$ cat src/rtl/fft8_frame_ctrl.sv
// fft8_frame_ctrl: collects signed 13-bit samples into ping-pong 8-sample frames,
// launches the magnitude FFT core, and captures its 8 bins into spec_data.
// Optional build macro: FFT_FRAME_HANN_EN applies a periodic Hann window on the
// write path before storage.
module fft8_frame_ctrl (
  input  logic          clk,
  input  logic          rst_n,
  input  logic          s_valid,
  input  logic [12:0]   s_data,
  input  logic          clr_overrun,
  output logic          fft_start,
  input  logic          fft_busy,
  output logic [12:0]   fft_x0,
  output logic [12:0]   fft_x1,
  output logic [12:0]   fft_x2,
  output logic [12:0]   fft_x3,
  output logic [12:0]   fft_x4,
  output logic [12:0]   fft_x5,
  output logic [12:0]   fft_x6,
  output logic [12:0]   fft_x7,
  input  logic [12:0]   fft_o0,
  input  logic [12:0]   fft_o1,
  input  logic [12:0]   fft_o2,
  input  logic [12:0]   fft_o3,
  input  logic [12:0]   fft_o4,
  input  logic [12:0]   fft_o5,
  input  logic [12:0]   fft_o6,
  input  logic [12:0]   fft_o7,
  output logic          spec_valid,
  output logic [103:0]  spec_data,
  output logic          overrun
);

  typedef enum logic [1:0] {IDLE, LAUNCH, WAIT_HI, WAIT_LO} state_t;

  state_t       state, state_nx;
  logic [12:0]  bank [2][8];
  logic         wr_bank;
  logic         rd_bank;
  logic [2:0]   wr_idx;
  logic [1:0]   full;
  logic [12:0]  wr_val;
  logic         wr_en;
  logic         wr_drop;
  logic [1:0]   full_set;
  logic [1:0]   full_clr;

`ifdef FFT_FRAME_HANN_EN
  logic [12:0]         win;
  logic signed [25:0]  prod;

  // Hann coefficient for the slot being written (Q0.12)
  always_comb begin
    win = '0;
    case (wr_idx)
      3'd0: win = 13'd0;
      3'd1: win = 13'd600;
      3'd2: win = 13'd2048;
      3'd3: win = 13'd3496;
      3'd4: win = 13'd4095;
      3'd5: win = 13'd3496;
      3'd6: win = 13'd2048;
      3'd7: win = 13'd600;
      default: win = '0;
    endcase
  end

  // Coefficient is non-negative, so it is zero-extended before the signed multiply
  assign prod   = $signed(s_data) * $signed({1'b0, win});
  assign wr_val = prod[24:12];
`else
  assign wr_val = s_data;
`endif

  assign wr_en    = s_valid && !full[wr_bank];
  assign wr_drop  = s_valid &&  full[wr_bank];
  assign full_set = (wr_en && (wr_idx == 3'd7)) ? (2'b01 << wr_bank) : 2'b00;
  assign full_clr = (state == LAUNCH) ? (2'b01 << rd_bank) : 2'b00;

  // Write side: store accepted samples and advance the fill pointer
  always_ff @(posedge clk or negedge rst_n) begin
    if (!rst_n) begin
      for (int unsigned b = 0; b < 2; b++)
        for (int unsigned i = 0; i < 8; i++)
          bank[b][i] <= '0;
      wr_idx  <= '0;
      wr_bank <= 1'b0;
    end else if (wr_en) begin
      bank[wr_bank][wr_idx] <= wr_val;
      wr_idx                <= wr_idx + 3'd1;
      if (wr_idx == 3'd7)
        wr_bank <= ~wr_bank;
    end
  end

  // Full flags: fill and free always target different banks, so both may apply at once
  always_ff @(posedge clk or negedge rst_n) begin
    if (!rst_n)
      full <= '0;
    else
      full <= (full | full_set) & ~full_clr;
  end

  // Sticky overrun; a new drop takes precedence over the clear request
  always_ff @(posedge clk or negedge rst_n) begin
    if (!rst_n)
      overrun <= 1'b0;
    else if (wr_drop)
      overrun <= 1'b1;
    else if (clr_overrun)
      overrun <= 1'b0;
  end

  // Read FSM state register and read-bank pointer
  always_ff @(posedge clk or negedge rst_n) begin
    if (!rst_n) begin
      state   <= IDLE;
      rd_bank <= 1'b0;
    end else begin
      state <= state_nx;
      if (state == LAUNCH)
        rd_bank <= ~rd_bank;
    end
  end

  // Read FSM next state and launch pulse
  always_comb begin
    state_nx  = state;
    fft_start = 1'b0;
    case (state)
      IDLE:    if (full[rd_bank]) state_nx = LAUNCH;
      LAUNCH: begin
        fft_start = 1'b1;
        state_nx  = WAIT_HI;
      end
      WAIT_HI: if (fft_busy)  state_nx = WAIT_LO;
      WAIT_LO: if (!fft_busy) state_nx = IDLE;
      default: state_nx = IDLE;
    endcase
  end

  // Capture the core's bins when busy drops and strobe spec_valid for one cycle
  always_ff @(posedge clk or negedge rst_n) begin
    if (!rst_n) begin
      spec_valid <= 1'b0;
      spec_data  <= '0;
    end else if ((state == WAIT_LO) && !fft_busy) begin
      spec_valid <= 1'b1;
      spec_data  <= {fft_o7, fft_o6, fft_o5, fft_o4, fft_o3, fft_o2, fft_o1, fft_o0};
    end else begin
      spec_valid <= 1'b0;
    end
  end

  assign fft_x0 = bank[rd_bank][0];
  assign fft_x1 = bank[rd_bank][1];
  assign fft_x2 = bank[rd_bank][2];
  assign fft_x3 = bank[rd_bank][3];
  assign fft_x4 = bank[rd_bank][4];
  assign fft_x5 = bank[rd_bank][5];
  assign fft_x6 = bank[rd_bank][6];
  assign fft_x7 = bank[rd_bank][7];

endmodule

$ cat config.mk
export PLATFORM = sky130hd
export DESIGN_NAME = fft8_frame_ctrl
export DESIGN_NICKNAME = d
export VERILOG_FILES = /design/src/rtl/fft8_frame_ctrl.sv
export SDC_FILE = /design/constraint.sdc
export NUM_CORES = 1
export LEC_CHECK = 0
export CAP_MARGIN = 20
export CORE_MARGIN = 1
export CORE_UTILIZATION = 50
export DETAILED_ROUTE_END_ITERATION = 7
export HOLD_SLACK_MARGIN = 0.15
export PLACE_DENSITY = 0.81
export SETUP_SLACK_MARGIN = 0.5
export SLEW_MARGIN = 20
export SYNTH_ARGS = -nofsm -noshare
export SYNTH_HDL_FRONTEND = slang
export SYNTH_SLANG_ARGS = --single-unit
export TNS_END_PERCENT = 20
$ cat constraint.sdc
create_clock -name clk -period 3.51 [get_ports clk]
set_input_delay 0.5265 -clock clk [delete_from_list [all_inputs] [get_ports clk]]
set_output_delay 0.5265 -clock clk [all_outputs]
set_load 0.03 [all_outputs]
### Yosys cells after proc, flatten, opt, wreduce, memory -nomap -nowiden

Index checks and enable logic that the tools add are counted.

| word-level totals | value |
|---|---|
| input port bits | 122 |
| register bits after elaboration | 323 |
| logic and storage cells | 83 |
| output and inout port bits | 211 |

| cells by class | value |
|---|---|
| eq/ne operators | 7 |
| reduce and logical (&&, ||, !) cells | 12 |
| muxes and demuxes | 22 |
| add/sub/neg operators | 1 |
| magnitude comparators | 7 |
| bitwise logic cells | 8 |
| shift operators | 2 |

Operators with widths:

| kind | number |
|---|---|
| 2-to-1 mux 104 bit | 4 |
| bitwise mux 208 bit | 1 |
| demux 104 bit (select 1 bit) | 1 |
| demux 13 bit (select 3 bit) | 1 |
| 2-to-1 mux 13 bit | 1 |
| 2-to-1 mux 2 bit | 5 |
| 2-to-1 mux 1 bit | 8 |
| case mux 2 bit (4 select lines) | 1 |
| logical AND 1 bit | 6 |
| inequality test 2 bit (second input constant) | 3 |
| equality test 2 bit (second input constant) | 2 |
| >= comparator 2 bit (second input constant) | 2 |
| >= comparator 4 bit (second input constant) | 1 |
| < comparator 1 x 2 -> 1 bit (second input constant) | 2 |
| < comparator 4 x 1 -> 1 bit (second input constant) | 1 |
| inverter 1 -> 2 bit | 2 |
| inverter 3 -> 4 bit | 1 |
| << shifter 1 x 1 -> 2 bit (first input constant) | 2 |
| adder 3 x 1 -> 3 bit (second input constant) | 1 |
| equality test 3 bit (second input constant) | 1 |
| AND reduction 3 bit | 1 |
| AND 2 bit | 1 |
| equality test 2 x 1 -> 1 bit (second input constant) | 1 |
| logical NOT 1 bit | 2 |
| 7 further kinds | 8 |

### Logic depth before layout (Yosys ltp)

| logic depth | value |
|---|---|
| depth in word-level cells | 8 |
| depth in mapped cells | 6 |
| gate-level depth less buffers | 5 |

### Worst setup path before layout

No wires, ideal clock.

| path | value |
|---|---|
| path kind | flip-flop to output port |
| from | register rd_bank |
| to | output fft_x0[0] |
| stages on the path, launching flop included | 5 |
| buffers on the path | 3 |
| arrival time | 1575 ps |
| slack | 1409 ps |
| required time | 2984 ps |
| cells stage by stage | dfrtp_1 -> clkbuf_1 -> clkbuf_1 -> buf_2 -> mux2_2 |

| on the way | value |
|---|---|
| longest elaborated chain between the ends | 4 |

Ends and longest elaborated chain:

| element | line | RTL |
|---|---|---|
| from (decl) | 39 | `logic rd_bank;` |
| from (signal assigned) | 122 | `rd_bank <= ~rd_bank;` |
| inverter 1 -> 2 bit (not written as such) | 155 | `assign fft_x0 = bank[rd_bank][0];` |
| 2-to-1 mux 104 bit (3 in a row) | -- |  |
| to (decl) | 13 | `output logic [12:0] fft_x0,` |

No other way between the ends. The select of a mux whose other input is x is not followed.

### Worst setup path after layout

| path | value |
|---|---|
| from | register rd_bank |
| to | output fft_x5[2] |

| on the way | value |
|---|---|
| longest elaborated chain between the ends | 4 |

Ends and longest elaborated chain:

| element | line | RTL |
|---|---|---|
| inverter 1 -> 2 bit (not written as such) | 160 | `assign fft_x5 = bank[rd_bank][5];` |
| 2-to-1 mux 104 bit (3 in a row) | -- |  |
| to (decl) | 18 | `output logic [12:0] fft_x5,` |

No other way between the ends. The select of a mux whose other input is x is not followed.

==> results.toml <==
[job]
drv_cap = 0

[logic_synthesis]
postSynthAreaPerCell_sq_um = 15.8
synth.distinct_cells = 32
ys_seq_area_share_pct = 59.9
ys_seq_elements = 323
syn-num-nets = 980
yosys_warnings = 0
netlist_area_sq_mm = 0.0135
syn_inst = 852

[sta]
fin_crit_sh_pct = 82.0
clock-skew-final_ns = 0.0151
tightest_slew_ns = 1.06
finalSetupTns_ns = 0
max-slew-margin-rel_pct = 29.0
worst_slack_ns = 0.633
fin_crit_ns = 2.88
finalHoldViolCount = 0
maxSlewViolCount = 0
holdWs_ns = 0.499
rsz0062_at_grt = "no"
fmax_mhz = 348
setup_viol = 0

[placement]
dp_cells = 1477
preCtsSetupSlack_ns = 0.843
port_buffers = 332
globalplace.congestion = 0.834
dpl-instance-area_sq_mm = 0.0172
dp_hpwl_microns = 22900

[floorplanning]
die_x_microns = 166
rows = 59
core_area_sq_mm = 0.0263
start_util_pct = 51.3
die_area_sq_mm = 0.0276
ios = 333
die_h_microns = 166

[setup_path]
cp.buffers_inverters = 2
required_ns = 2.98
worst_path_max_delay_cell = "clkdlybuf4s50_1"
critPathLaunchType = "flip-flop"
path_cells = "buf_12, mux2_2, clkdlybuf4s50_1"
crit_type = "reg -> out"
crit_family = "buffers and inverters"
worstPathArrival_ns = 2.35
cp_max_fo = 43
slowest_delay_ns = 0.60
worstSetupEndpointType = "output pin"

[global_route]
grt_antenna_before_repair = 0
track_usage_pct = 25.0
grt_pass1_wl_microns = 53000
grt.overflow.total = 0
grt_pass1_vias = 8969
grt_start_max_net_pins = 110

[drt]
drt_first_iter_violations = 512
post_drt_wl_per_cell_microns = 22.0
ant_nets = 0
drt_pass1_iterations = 6
viasPerCell = 5.42
wl_microns = 33900
drc = 15
vias = 8356

[cells_and_area]
multiInputGateArea_sq_mm = 0.00512
fin_nets = 1311
syn2layout_area_growth_pct = 36.7
postLayoutCoreUtil_pct = 70.1
drive_gt1_share_pct = 41.4
regArea_sq_mm = 0.00809
stdcell_area_sq_mm = 0.0184
filler_cell_count = 1783
instances_no_fill = 1542
diodes = 0

[clock_network]
cts_tree = "yes"
root_buffer = "clkbuf_16"
clk-insertion-delay-late_ns = 0.51
cts.htree.levels = 2
clockBufferDepth = 3
cts_buffers = 35
numClockSinks = 323
cts.clk_slew.worst_paths_ns = 0.06

[outcome]
violations = "design-rule violations"
status = "complete, but fails checks"

[pwr]
switching_share_pct = 37.6
power_frac_seq_pct = 31.3
p_clk_share_pct = 18.2
p_int_mw = 12.8
powerDensity_mw_per_mm2 = 1110
p_total_mw = 20.5
irDropWorstVdd_mv = 0.919
p_leak_nw = 8.04
power_frac_comb_pct = 50.4
p_switching_mw = 7.69

[hold_path]
hp-class = "reg -> reg"
[layer usage]
layer	up-vias	track usage (%)	wire, microns
li1	3704	-	-
met1	4337	33.4	14500
met2	238	40.7	16500
met3	75	4.91	1690
met4	2	9.14	1170
met5	-	1.22	44
[kinds of logic (layout without fill, tap and decap cells)]
kind of cell	after synthesis	after routing	synth area share (%)
multiplexers	421	421	35.4
AO/OA/AOI/OAI	9	9	0.455
flip-flops	323	323	59.9
buffers and inverters	62	417	2.10
adder cells (fa/ha/maj)	6	6	0.557
XOR/XNOR	2	2	0.130
AND/OR/NAND/NOR	29	29	1.39
[layout make-up]
cell class	count	area share (%)
Clock inverter	8	0.523
Sequential cell	323	43.9
Tap cell	335	2.27
Multi-Input combinational cell	467	27.8
Clock buffer	53	5.89
Timing Repair Buffer	351	19.5
Inverter	5	0.102
[what timing repair did]
item | CTS | global route
setup buffers | 3 | 0
setup endpoints to repair | 79 | 0
resized for setup | 0 | 0
endpoints found under the hold margin | 66 | 0
hold buffers | 1 | 0
[cells in the final DEF, fill, tap and decap left out, drive strengths merged]
cell type	netlist	routed
mux2	419	419
a21oi	2	2
o21ai	1	1
nor4b	1	1
clkdlybuf4s50	0	331
or3	1	1
and2b	1	1
buf	29	19
a221o	1	1
nand2	12	12
clkinv	0	5
nor2	3	3
a2bb2oi	1	1
a211oi	1	1
inv	5	6
and4bb	2	2
xor2	1	1
bufinv	0	2
o22ai	1	1
clkbuf	28	53
mux2i	2	2
o31ai	1	1
nor3b	2	2
nand4b	1	1
dlygate4sd3	0	1
a31oi	1	1
and3	1	1
xnor2	1	1
nor2b	5	5
ha	6	6
dfrtp	323	323
[registers in the layout, indices dropped and copies added (netlist names)]
name        count
wr_idx          3
spec_data     104
full            2
wr_bank         1
rd_bank         1
overrun         1
spec_valid      1
state           2
bank          208
[synthesized netlist by cell type]
| master | n | area [sq um] |
|---|---|---|
| nand2_1 | 12 | 45.0 |
| and4bb_2 | 2 | 25.0 |
| xor2_1 | 1 | 8.76 |
| mux2_4 | 10 | 150 |
| buf_1 | 2 | 7.51 |
| ha_1 | 6 | 75.1 |
| nor2_1 | 3 | 11.3 |
| mux2_2 | 408 | 4590 |
| o22ai_1 | 1 | 6.26 |
| nor3b_2 | 2 | 25.0 |
| nor4b_2 | 1 | 15.0 |
| buf_6 | 1 | 11.3 |
| mux2i_1 | 2 | 20.0 |
| a211oi_1 | 1 | 7.51 |
| xnor2_1 | 1 | 8.76 |
| inv_1 | 5 | 18.8 |
| and3_1 | 1 | 6.26 |
| nand4b_2 | 1 | 15.0 |
| or3_1 | 1 | 6.26 |
| nor2b_1 | 5 | 31.3 |
| o21ai_0 | 1 | 5.00 |
| o31ai_1 | 1 | 7.51 |
| clkbuf_1 | 28 | 105 |
| and2b_1 | 1 | 7.51 |
| a221o_1 | 1 | 10.0 |
| buf_2 | 22 | 110 |
| a2bb2oi_1 | 1 | 8.76 |
| mux2_1 | 1 | 11.3 |
| a31oi_1 | 1 | 6.26 |
| buf_4 | 4 | 30.0 |
| dfrtp_1 | 323 | 8080 |
| a21oi_1 | 2 | 10.0 |
[power by group through the flow]
stage	Sequential, mW	Clock (mW)	Combinational, mW
after floorplan	7.43	0	5.17
after global placement	6.40	0	10.1
after detailed placement	6.51	0	10.2
after CTS	6.42	3.81	10.4
after global routing	6.64	3.97	10.8
final	6.41	3.74	10.3
[path summary, 6_finish.rpt]
check / endpoint / slack, ns / cells after the start / start
setup / recovery: fft_x5[2] / 0.63 / 3 / rd_bank$_DFFE_PN0N_
setup reg to reg: bank[164]$_DFFE_PN0P_ / 1.47 / 3 / wr_bank$_DFFE_PN0N_
max in group asynchronous: bank[141]$_DFFE_PN0P_ / 1.92 / 3 / rst_n
min in group asynchronous: spec_data[14]$_DFFE_PN0P_ / 0.56 / 2 / rst_n
hold reg to reg: bank[83]$_DFFE_PN0P_ / 0.50 / 1 / bank[83]$_DFFE_PN0P_
hold / removal: bank[83]$_DFFE_PN0P_ / 0.50 / 1 / bank[83]$_DFFE_PN0P_
Note: power is estimated with default switching activity, not from simulation.
